$ cat src/rtl/alu_issue_ctrl.sv
// Issue/sequencing front-end for a 16-bit 74181-style ALU datapath.
// Define ALU_MUL_EN to build the shift-add multiply loop for op 7.
module alu_issue_ctrl #(
  parameter int W = 16,
  parameter int MUL_STEPS = 16
) (
  input  logic         clk,
  input  logic         rst_n,
  input  logic         req_valid,
  output logic         req_ready,
  input  logic [2:0]   req_op,
  input  logic [W-1:0] req_a,
  input  logic [W-1:0] req_b,
  output logic         rsp_valid,
  input  logic         rsp_ready,
  output logic [W-1:0] rsp_y,
  output logic         rsp_zero,
  output logic         rsp_neg,
  output logic         rsp_err,
  output logic [3:0]   alu_s,
  output logic         alu_m,
  output logic         alu_ci,
  output logic [W-1:0] alu_a,
  output logic [W-1:0] alu_b,
  input  logic [W-1:0] alu_y
);

  if (W != 16 || MUL_STEPS != W) begin : g_bad_cfg
    $error("alu_issue_ctrl: only W = MUL_STEPS = 16 is supported");
  end

  // {s, m, ci}
  localparam logic [5:0] CTL_IDLE = 6'b1111_1_0;
  localparam logic [5:0] CTL_ADD  = 6'b1001_0_0;

  typedef enum logic [1:0] {
    IDLE,
    EXEC,
    DONE
`ifdef ALU_MUL_EN
    , MUL_LOOP
`endif
  } state_t;

  state_t state;
  logic   err_q;

`ifdef ALU_MUL_EN
  localparam int CW = $clog2(MUL_STEPS);
  logic [W-1:0]  mplier;
  logic [CW-1:0] cnt;
`endif

  function automatic logic [5:0] ctl(input logic [2:0] op);
    logic [5:0] c;
    c = CTL_IDLE;
    unique case (op)
      3'd0: c = CTL_ADD;
      3'd1: c = 6'b0110_0_1;
      3'd2: c = 6'b1011_1_0;
      3'd3: c = 6'b1110_1_0;
      3'd4: c = 6'b0110_1_0;
      3'd5: c = 6'b0000_1_0;
      3'd6: c = 6'b1010_1_0;
      default: c = CTL_IDLE;
    endcase
    return c;
  endfunction

  always_ff @(posedge clk or negedge rst_n) begin
    if (!rst_n) begin
      state     <= IDLE;
      req_ready <= 1'b1;
      rsp_valid <= 1'b0;
      rsp_y     <= '0;
      rsp_zero  <= 1'b0;
      rsp_neg   <= 1'b0;
      rsp_err   <= 1'b0;
      err_q     <= 1'b0;
      {alu_s, alu_m, alu_ci} <= CTL_IDLE;
      alu_a     <= '0;
      alu_b     <= '0;
`ifdef ALU_MUL_EN
      mplier    <= '0;
      cnt       <= '0;
`endif
    end else begin
      unique case (state)
        IDLE: begin
          if (req_valid && req_ready) begin
            req_ready <= 1'b0;
            err_q     <= 1'b0;
            if (req_op == 3'd7) begin
`ifdef ALU_MUL_EN
              // alu_a doubles as the accumulator, alu_b as the multiplicand
              state  <= MUL_LOOP;
              alu_a  <= '0;
              alu_b  <= req_a;
              mplier <= req_b;
              cnt    <= '0;
              {alu_s, alu_m, alu_ci} <=
                req_b[0] ? CTL_ADD : CTL_IDLE;
`else
              state <= EXEC;
              err_q <= 1'b1;
`endif
            end else begin
              state <= EXEC;
              alu_a <= req_a;
              alu_b <= req_b;
              {alu_s, alu_m, alu_ci} <= ctl(req_op);
            end
          end
        end
        EXEC: begin
          state     <= DONE;
          rsp_valid <= 1'b1;
          rsp_err   <= err_q;
          rsp_y     <= err_q ? '0 : alu_y;
          rsp_zero  <= err_q || (alu_y == '0);
          rsp_neg   <= !err_q && alu_y[W-1];
          {alu_s, alu_m, alu_ci} <= CTL_IDLE;
          alu_a     <= '0;
          alu_b     <= '0;
        end
`ifdef ALU_MUL_EN
        MUL_LOOP: begin
          cnt    <= cnt + 1'b1;
          mplier <= mplier >> 1;
          if (cnt == CW'(MUL_STEPS - 1)) begin
            state     <= DONE;
            rsp_valid <= 1'b1;
            rsp_err   <= 1'b0;
            rsp_y     <= alu_y;
            rsp_zero  <= (alu_y == '0);
            rsp_neg   <= alu_y[W-1];
            {alu_s, alu_m, alu_ci} <= CTL_IDLE;
            alu_a     <= '0;
            alu_b     <= '0;
          end else begin
            alu_a <= alu_y;
            alu_b <= alu_b << 1;
            {alu_s, alu_m, alu_ci} <=
              mplier[1] ? CTL_ADD : CTL_IDLE;
          end
        end
`endif
        DONE: begin
          if (rsp_ready) begin
            state     <= IDLE;
            rsp_valid <= 1'b0;
            req_ready <= 1'b1;
          end
        end
        default: state <= IDLE;
      endcase
    end
  end

endmodule
$ cat config.mk
export PLATFORM = sky130hd
export DESIGN_NAME = alu_issue_ctrl
export DESIGN_NICKNAME = d
export VERILOG_FILES = /design/src/rtl/alu_issue_ctrl.sv
export SDC_FILE = /design/constraint.sdc
export NUM_CORES = 1
export LEC_CHECK = 0
export ABC_AREA = 1
export CAP_MARGIN = 10
export CORE_ASPECT_RATIO = 1.75
export CORE_MARGIN = 3
export CORE_UTILIZATION = 35
export CTS_CLUSTER_DIAMETER = 40
export DETAILED_ROUTE_END_ITERATION = 8
export PLACE_DENSITY = 0.69
export SYNTH_ARGS = -nofsm -noshare
export SYNTH_HDL_FRONTEND = slang
export SYNTH_SLANG_ARGS = --single-unit
$ cat constraint.sdc
create_clock -name clk -period 1.79 [get_ports clk]
set_clock_uncertainty 0.1 [all_clocks]
set_input_delay 0.2685 -clock clk [delete_from_list [all_inputs] [get_ports clk]]
set_output_delay 0.2685 -clock clk [all_outputs]
set_load 0.02 [all_outputs]
==> qor.csv, run 1 <==
stage;metric;value;unit
outcome;status;finished clean;
floorplan;die_area;8280;um2
synthesis;ys_ff_latch;61;
timing;rsz0062_at_grt;false;
timing;period_share;93.9;%
global_route;groute.usage.overall;17.3;%
timing;worst_slew_pin_slew;0.420;ns
worst_setup_path;worstSetupPathType;reg2out;
pwr;p_int;4.20;mW
synthesis;yosysSeqAreaShare;61.0;%
placement;gp_congestion;0.805;
detailed_routing;wl_per_cell;13.3;um
cts;htree_levels;3;
detailed_routing;drc;0;
synthesis;synth-main-ff-cell;dfrtp_1;
global_route;grt_pass1_wl;11200;um
floorplan;coreArea;6910;um2
worst_setup_path;end_kind;output port;
pwr;p_seq_share;34.1;%
synthesis;synth_area_leaders;dfrtp_1, nand2_1, dfstp_2;
worst_setup_path;worst_path_dominant_cell_family;buffers and inverters;
placement;dp_slack;0.0797;ns
worst_setup_path;startpoint;alu_b[4];
synthesis;synth_most_common_cell;nand2_1;
synthesis;synth_common_cells;nand2_1, dfrtp_1, inv_1, nor2_1, nand3_1;
floorplan;std_cell_rows;40;
timing;fin_crit;1.68;ns
floorplan;boundaryPins;114;
synthesis;synth_top_area_share;54.7;%
timing;relSlewSlack;71.9;%
pwr;clockPowerShare;22.1;%
placement;placement.io_buffers;113;
timing;timing.fmax;595;MHz
cts;cts_inserted_buffers;9;
layout;layout-drive-gt1-share;8.10;%
worst_setup_path;cp_slowest_stage_delay;0.62;ns
synthesis;synth_cell_type_count;19;
pwr;power_density;1660;nW/um2
layout;fin_area;4030;um2
pwr;p_sw;2.51;mW
worst_setup_path;critPathSlowestCell;clkdlybuf4s50_1;
synthesis;syn-mean-instance-area;8.58;um2
placement;placed_area;3770;um2
global_route;antenna_found_initial;0;
worst_setup_path;cp.depth;1;
flow_run;drv_cap;0;
detailed_routing;routed_wl;6710;um
cts;cts-root-buf;clkbuf_16;
detailed_routing;dr.first_iter.drc_count;117;
floorplan;start_util;36.4;%
pwr;p_total;6.70;mW
pwr;leakage;1.99;nW
floorplan;dieWidth;70.1;um
worst_setup_path;reg2reg_setup_slack;0.32;ns
synthesis;synthesis.nets;348;
pwr;switching_share;37.4;%
cts;cts.sinks;61;
timing;hold_viol;0;
worst_setup_path;cp_num_buf_inv;1;
worst_setup_path;worstPathMaxFanout;2;
detailed_routing;vias;2317;
worst_setup_path;worstSetupEndpoint;alu_b[4];
synthesis;async_flop_share;100;%
worst_setup_path;crit_required;1.42;ns
global_route;grt_max_degree;62;
timing;setup_ws;0.109;ns
layout;final_core_util;58.3;%
layout;nNetsFinal;470;
worst_setup_path;timing.rr.end;alu_a[15];
synthesis;yosysTopAreaCell;dfrtp_1;
hold_path;holdCritStartpoint;alu_a[10];
global_route;grt_pass1_vias;2272;
floorplan;die_h;118;um
detailed_routing;vias_per_cell;4.60;
worst_setup_path;reg2regPathDepth;7;
synthesis;syn_area;2510;um2
synthesis;synth_edf_count;0;
worst_setup_path;arrival;1.31;ns
pwr;p_comb_share;43.7;%
layout;antenna_cells;0;
cts;clkTransAtPathRegs;0.05;ns
cts;insertion_delay;0.32;ns
timing;setup_viol;0;
placement;dpl.hpwl;4960;um
synthesis;yosys_warnings;0;
cts;clk_path_buf_depth;2;
synthesis;synth_cells;293;
detailed_routing;postRouteAntennaNets;0;
worst_setup_path;cp-start-kind;flop;
worst_setup_path;r2r-start;req_ready;
detailed_routing;drtPass1Iterations;8;
timing;finalMaxSlewViolations;0;
global_route;grt-ovfl-total;0;
hold_path;hold_path.class;reg2reg;
pwr;vdd_drop_max;0.843;mV
worst_setup_path;worstPathCellList;clkdlybuf4s50_1;
layout;area_growth;60.1;%
timing;tns;0;ns
cts;tritoncts;yes;
## kinds of logic (layout without fill, tap and decap cells)
group           after synthesis  count (layout)  synth area share (%)
compound gates               14              14                  3.48
flops                        61              61                  61.0
buf+inv                      33             160                  6.37
simple gates                185             185                  29.2
## cell type report
class,instances,area (um2)
clock inverters,3,15.0
inverters,21,78.8
repair buffers,123,1230
flip-flops and latches,61,1530
well taps,84,105
fillers,616,2880
multi-input cells,199,821
clock buffers,13,240
## state kept, by name, summed over array words and instances, names as in the netlist
| register | flops |
|---|---|
| alu_s | 4 |
| req_ready | 1 |
| alu_m | 1 |
| alu_a | 16 |
| alu_ci | 1 |
| rsp_valid | 1 |
| err_q | 1 |
| rsp_zero | 1 |
| alu_b | 16 |
| state | 2 |
| rsp_err | 1 |
| rsp_y | 16 |
## cell usage in the layout (no fill, tap or decap), drive strengths merged, types with 2 or more instances in the layout
master,n
nand2,143
clkinv,4
o21ai,4
clkdlybuf4s50,106
nor2,21
inv,20
dfrtp,55
buf,10
o31ai,7
nor3,2
a21oi,3
clkbuf,13
dlygate4sd2,6
nand3,16
dfstp,6
## power by group through the flow
| stage | logic [mW] | clock network, mW | registers [mW] |
|---|---|---|---|
| CTS | 2.98 | 1.53 | 2.29 |
| detailed placement | 3.02 | 0 | 2.31 |
| global route | 3.21 | 1.59 | 2.36 |
| floorplan | 1.01 | 0 | 2.86 |
| global placement | 2.97 | 0 | 2.29 |
| finish | 2.93 | 1.48 | 2.29 |
## repair_timing
item,in CTS,in global routing
resized for setup,6,0
endpoints found under the setup margin,6,0
buffers inserted,0,0
hold buffers,1,0
endpoints found under the hold margin,55,0
## stage by stage
stage,std cells,hold slack [ns]
global route,504,0.388
detailed placement,487,0.203
floorplan,293,-0.127
CTS,504,0.369
finish,504,0.366
global placement,487,0.201
## per-layer routing
layer | global-route usage [%] | up-vias | part of all wire [%]
li1 | - | 1150 | -
met1 | 19.4 | 1066 | 39
met2 | 29.1 | 87 | 53
met3 | 5.11 | 14 | 5.7
met4 | 9.23 | 0 | 2.9
met5 | 0 | - | 0
## worst min path at each step
stage,to,cells after the start
finish,alu_a[10],2
global route,alu_a[1],3
CTS,alu_b[12],2
detailed placement,alu_a[11],2
global placement,alu_a[6],2
floorplan,alu_a[0],0
Note: power is estimated with default switching activity, not from simulation.
==> run 2, diff against run 1 <==
--- a/config.mk
+++ b/config.mk
@@ -5,14 +5,13 @@
 export SDC_FILE = /design/constraint.sdc
 export NUM_CORES = 1
 export LEC_CHECK = 0
-export ABC_AREA = 1
 export CAP_MARGIN = 10
 export CORE_ASPECT_RATIO = 1.75
 export CORE_MARGIN = 3
-export CORE_UTILIZATION = 35
+export CORE_UTILIZATION = 42
 export CTS_CLUSTER_DIAMETER = 40
 export DETAILED_ROUTE_END_ITERATION = 8
-export PLACE_DENSITY = 0.69
+export PLACE_DENSITY = 0.79
 export SYNTH_ARGS = -nofsm -noshare
 export SYNTH_HDL_FRONTEND = slang
 export SYNTH_SLANG_ARGS = --single-unit
==> constraint.sdc (replaced) <==
create_clock -name clk -period 1.77 [get_ports clk]
set_clock_uncertainty 0.1 [all_clocks]
set_input_delay 0.2655 -clock clk [delete_from_list [all_inputs] [get_ports clk]]
set_output_delay 0.2655 -clock clk [all_outputs]
set_load 0.02 [all_outputs]
==> qor.csv, run 2 <==
stage;metric;value;unit
outcome;status;finished clean;
placement;placed_area;3950;um2
cts;cts-root-buf;clkbuf_8;
synthesis;synth_cells;283;
detailed_routing;drc;0;
synthesis;synthXorXnorAreaFrac;0.650;%
synthesis;yosysSeqAreaShare;56.9;%
flow_run;drv_cap;0;
synthesis;synth_mux_area_share;0.418;%
synthesis;async_flop_share;100;%
hold_path;hold_path.class;in2async;
layout;fin_area;4180;um2
synthesis;yosysTopAreaCell;dfrtp_1;
synthesis;synth_area_leaders;dfrtp_1, a21oi_1, o21ai_0;
placement;place_inst;461;
placement;dp_slack;-0.0202;ns
worst_setup_path;worstPathCellList;clkdlybuf4s50_1;
placement;gp_congestion;0.762;
synthesis;yosys_warnings;0;
timing;setup_viol;0;
layout;layout.cells.non_filler;478;
layout;final_common_cell;clkdlybuf4s50_1;
cts;clk_path_buf_depth;2;
timing;hold_viol;0;
pwr;power_density;1480;nW/um2
timing;worst_slew_pin_slew;0.422;ns
timing;timing.fmax;590;MHz
pwr;leakage;1.76;nW
cts;clkTransAtPathRegs;0.07;ns
global_route;grt_max_degree;62;
timing;fin_hold_ws;0.355;ns
detailed_routing;vias_per_cell;5.23;
floorplan;start_util;43.3;%
pwr;p_total;6.20;mW
global_route;grt-ovfl-total;0;
global_route;antenna_found_initial;0;
synthesis;synthesis.nets;338;
layout;reg_top3;alu_a: 16 flops, alu_b: 16 flops, rsp_y: 16 flops;
layout;antenna_cells;0;
synthesis;synth_common_cells;dfrtp_1, a21oi_1, nand2_1, o21ai_0, nand3_1;
timing;rsz0062_at_grt;false;
floorplan;die_area;7450;um2
synthesis;synth-simple-area-share;20.8;%
timing;period_share;95.7;%
layout;nNetsFinal;448;
placement;placement.io_buffers;113;
layout;layout_common_cells;clkdlybuf4s50_1, dfrtp_1, a21oi_1;
synthesis;synth-compound-area-share;15.6;%
worst_setup_path;arrival;1.33;ns
global_route;grt_pass1_wl;12200;um
layout;layout-drive-gt1-share;9.80;%
detailed_routing;routed_wl;7500;um
detailed_routing;dr.first_iter.drc_count;104;
synthesis;synth_most_common_cell;dfrtp_1;
worst_setup_path;worstPathMaxFanout;3;
global_route;grt_pass1_vias;2515;
worst_setup_path;crit_required;1.40;ns
detailed_routing;vias;2499;
timing;relSlewSlack;71.9;%
global_route;groute.usage.overall;21.6;%
layout;multiInputGateArea;1020;um2
detailed_routing;drtPass1Iterations;4;
layout;seq_area;1530;um2
worst_setup_path;worstSetupPathType;reg2out;
cts;htree_levels;3;
synthesis;synth_cell_type_count;30;
worst_setup_path;end_kind;output port;
worst_setup_path;worst_path_dominant_cell_family;buffers and inverters;
detailed_routing;postRouteAntennaNets;0;
pwr;vdd_drop_max;1.01;mV
cts;cts.sinks;61;
placement;dpl.hpwl;5290;um
synthesis;synth_edf_count;0;
synthesis;synth_top_family_by_area;simple AND/OR/NAND/NOR gates;
synthesis;syn_area;2700;um2
worst_setup_path;cp-start-kind;flop;
synthesis;synth_fa_ha_area_share;0;%
timing;fin_crit;1.69;ns
synthesis;ys_ff_latch;61;
timing;setup_ws;0.0761;ns
synthesis;syn-mean-instance-area;9.52;um2
floorplan;die_h;112;um
synthesis;synth-main-ff-cell;dfrtp_1;
cts;insertion_delay;0.33;ns
timing;finalMaxSlewViolations;0;
cts;cts_inserted_buffers;9;
cts;tritoncts;yes;
floorplan;std_cell_rows;38;
floorplan;coreArea;6230;um2
worst_setup_path;critPathSlowestCell;clkdlybuf4s50_1;
layout;area_growth;55.1;%
floorplan;boundaryPins;114;
worst_setup_path;cp_num_buf_inv;1;
detailed_routing;wl_per_cell;15.7;um
synthesis;synth_top_area_share;51.1;%
worst_setup_path;cp_slowest_stage_delay;0.63;ns
layout;fillerInstances;513;
floorplan;dieWidth;66.6;um
[run 2: cell count changes in the layout (fill, tap and decap cells not counted), moves of 7 or more]
cell and change:
clkbuf_16 -9, nand3_1 +18, o21ai_0 +31, a21oi_1 +37, nand3b_1 +16, inv_1 -16
nor2_1 -16, o31ai_1 -7, clkbuf_8 +11, nand2_1 -105
[run 2: cells by family (layout without fill, tap and decap cells)]
family | count (synthesis) | count (layout)
xor+xnor | 2 | 2
buf+inv | 31 | 146
compound gates | 82 | 82
flops | 61 | 61
simple gates | 106 | 106
mux | 1 | 1
[run 2: report_power, final]
part / internal, mW / switching, mW
Combinational: 1.26 / 1.29
Sequential: 1.97 / 0.298
Clock: 0.866 / 0.521
Total: 4.09 / 2.11
[run 2: through the flow]
stage	utilization, %	setup TNS, ns
2_1_floorplan	-	0
3_3_place_gp	63.5	0
3_5_place_dp	63.5	-0.0202
4_1_cts	67.1	0
5_1_grt	67.1	0
6_report	67.1	0
[run 2: what timing repair did]
| item | 4_1_cts | 5_1_grt |
|---|---|---|
| endpoints found under the setup margin | 6 | 0 |
| hold buffers | 1 | 0 |
| gates resized for setup | 6 | 0 |
| endpoints found under the hold margin | 55 | 0 |
| buffers inserted | 0 | 0 |
[run 2: routing by layer]
layer	GRT usage (%)	part of all wire [%]	vias up
li1	-	-	1205
met1	25.3	38	1219
met2	36.4	55	67
met3	6.46	5.4	8
met4	8.41	1.4	0
met5	0	0	-
[run 2: cell type report]
cell class                      instances  area share [%]
Sequential cell                        61            36.7
Inverter                                2           0.180
Multi-Input combinational cell        191            24.3
Clock buffer                           12            3.71
Timing Repair Buffer                  128            31.0
Tap cell                               80            2.39
Clock inverter                          4            1.68
[run 2: worst paths after layout]
kind                       depth (start not counted)         to      start  slack, ns
hold reg to reg                                    2   rsp_y[9]   rsp_y[9]       0.36
hold / removal                                     3   rsp_y[4]      rst_n       0.36
max in group asynchronous                          3  req_ready      rst_n       0.89
min in group clk                                   2   rsp_y[9]   rsp_y[9]       0.36
setup reg to reg                                   5   alu_s[1]   state[1]       0.26
setup / recovery                                   1  rsp_valid  rsp_valid       0.08
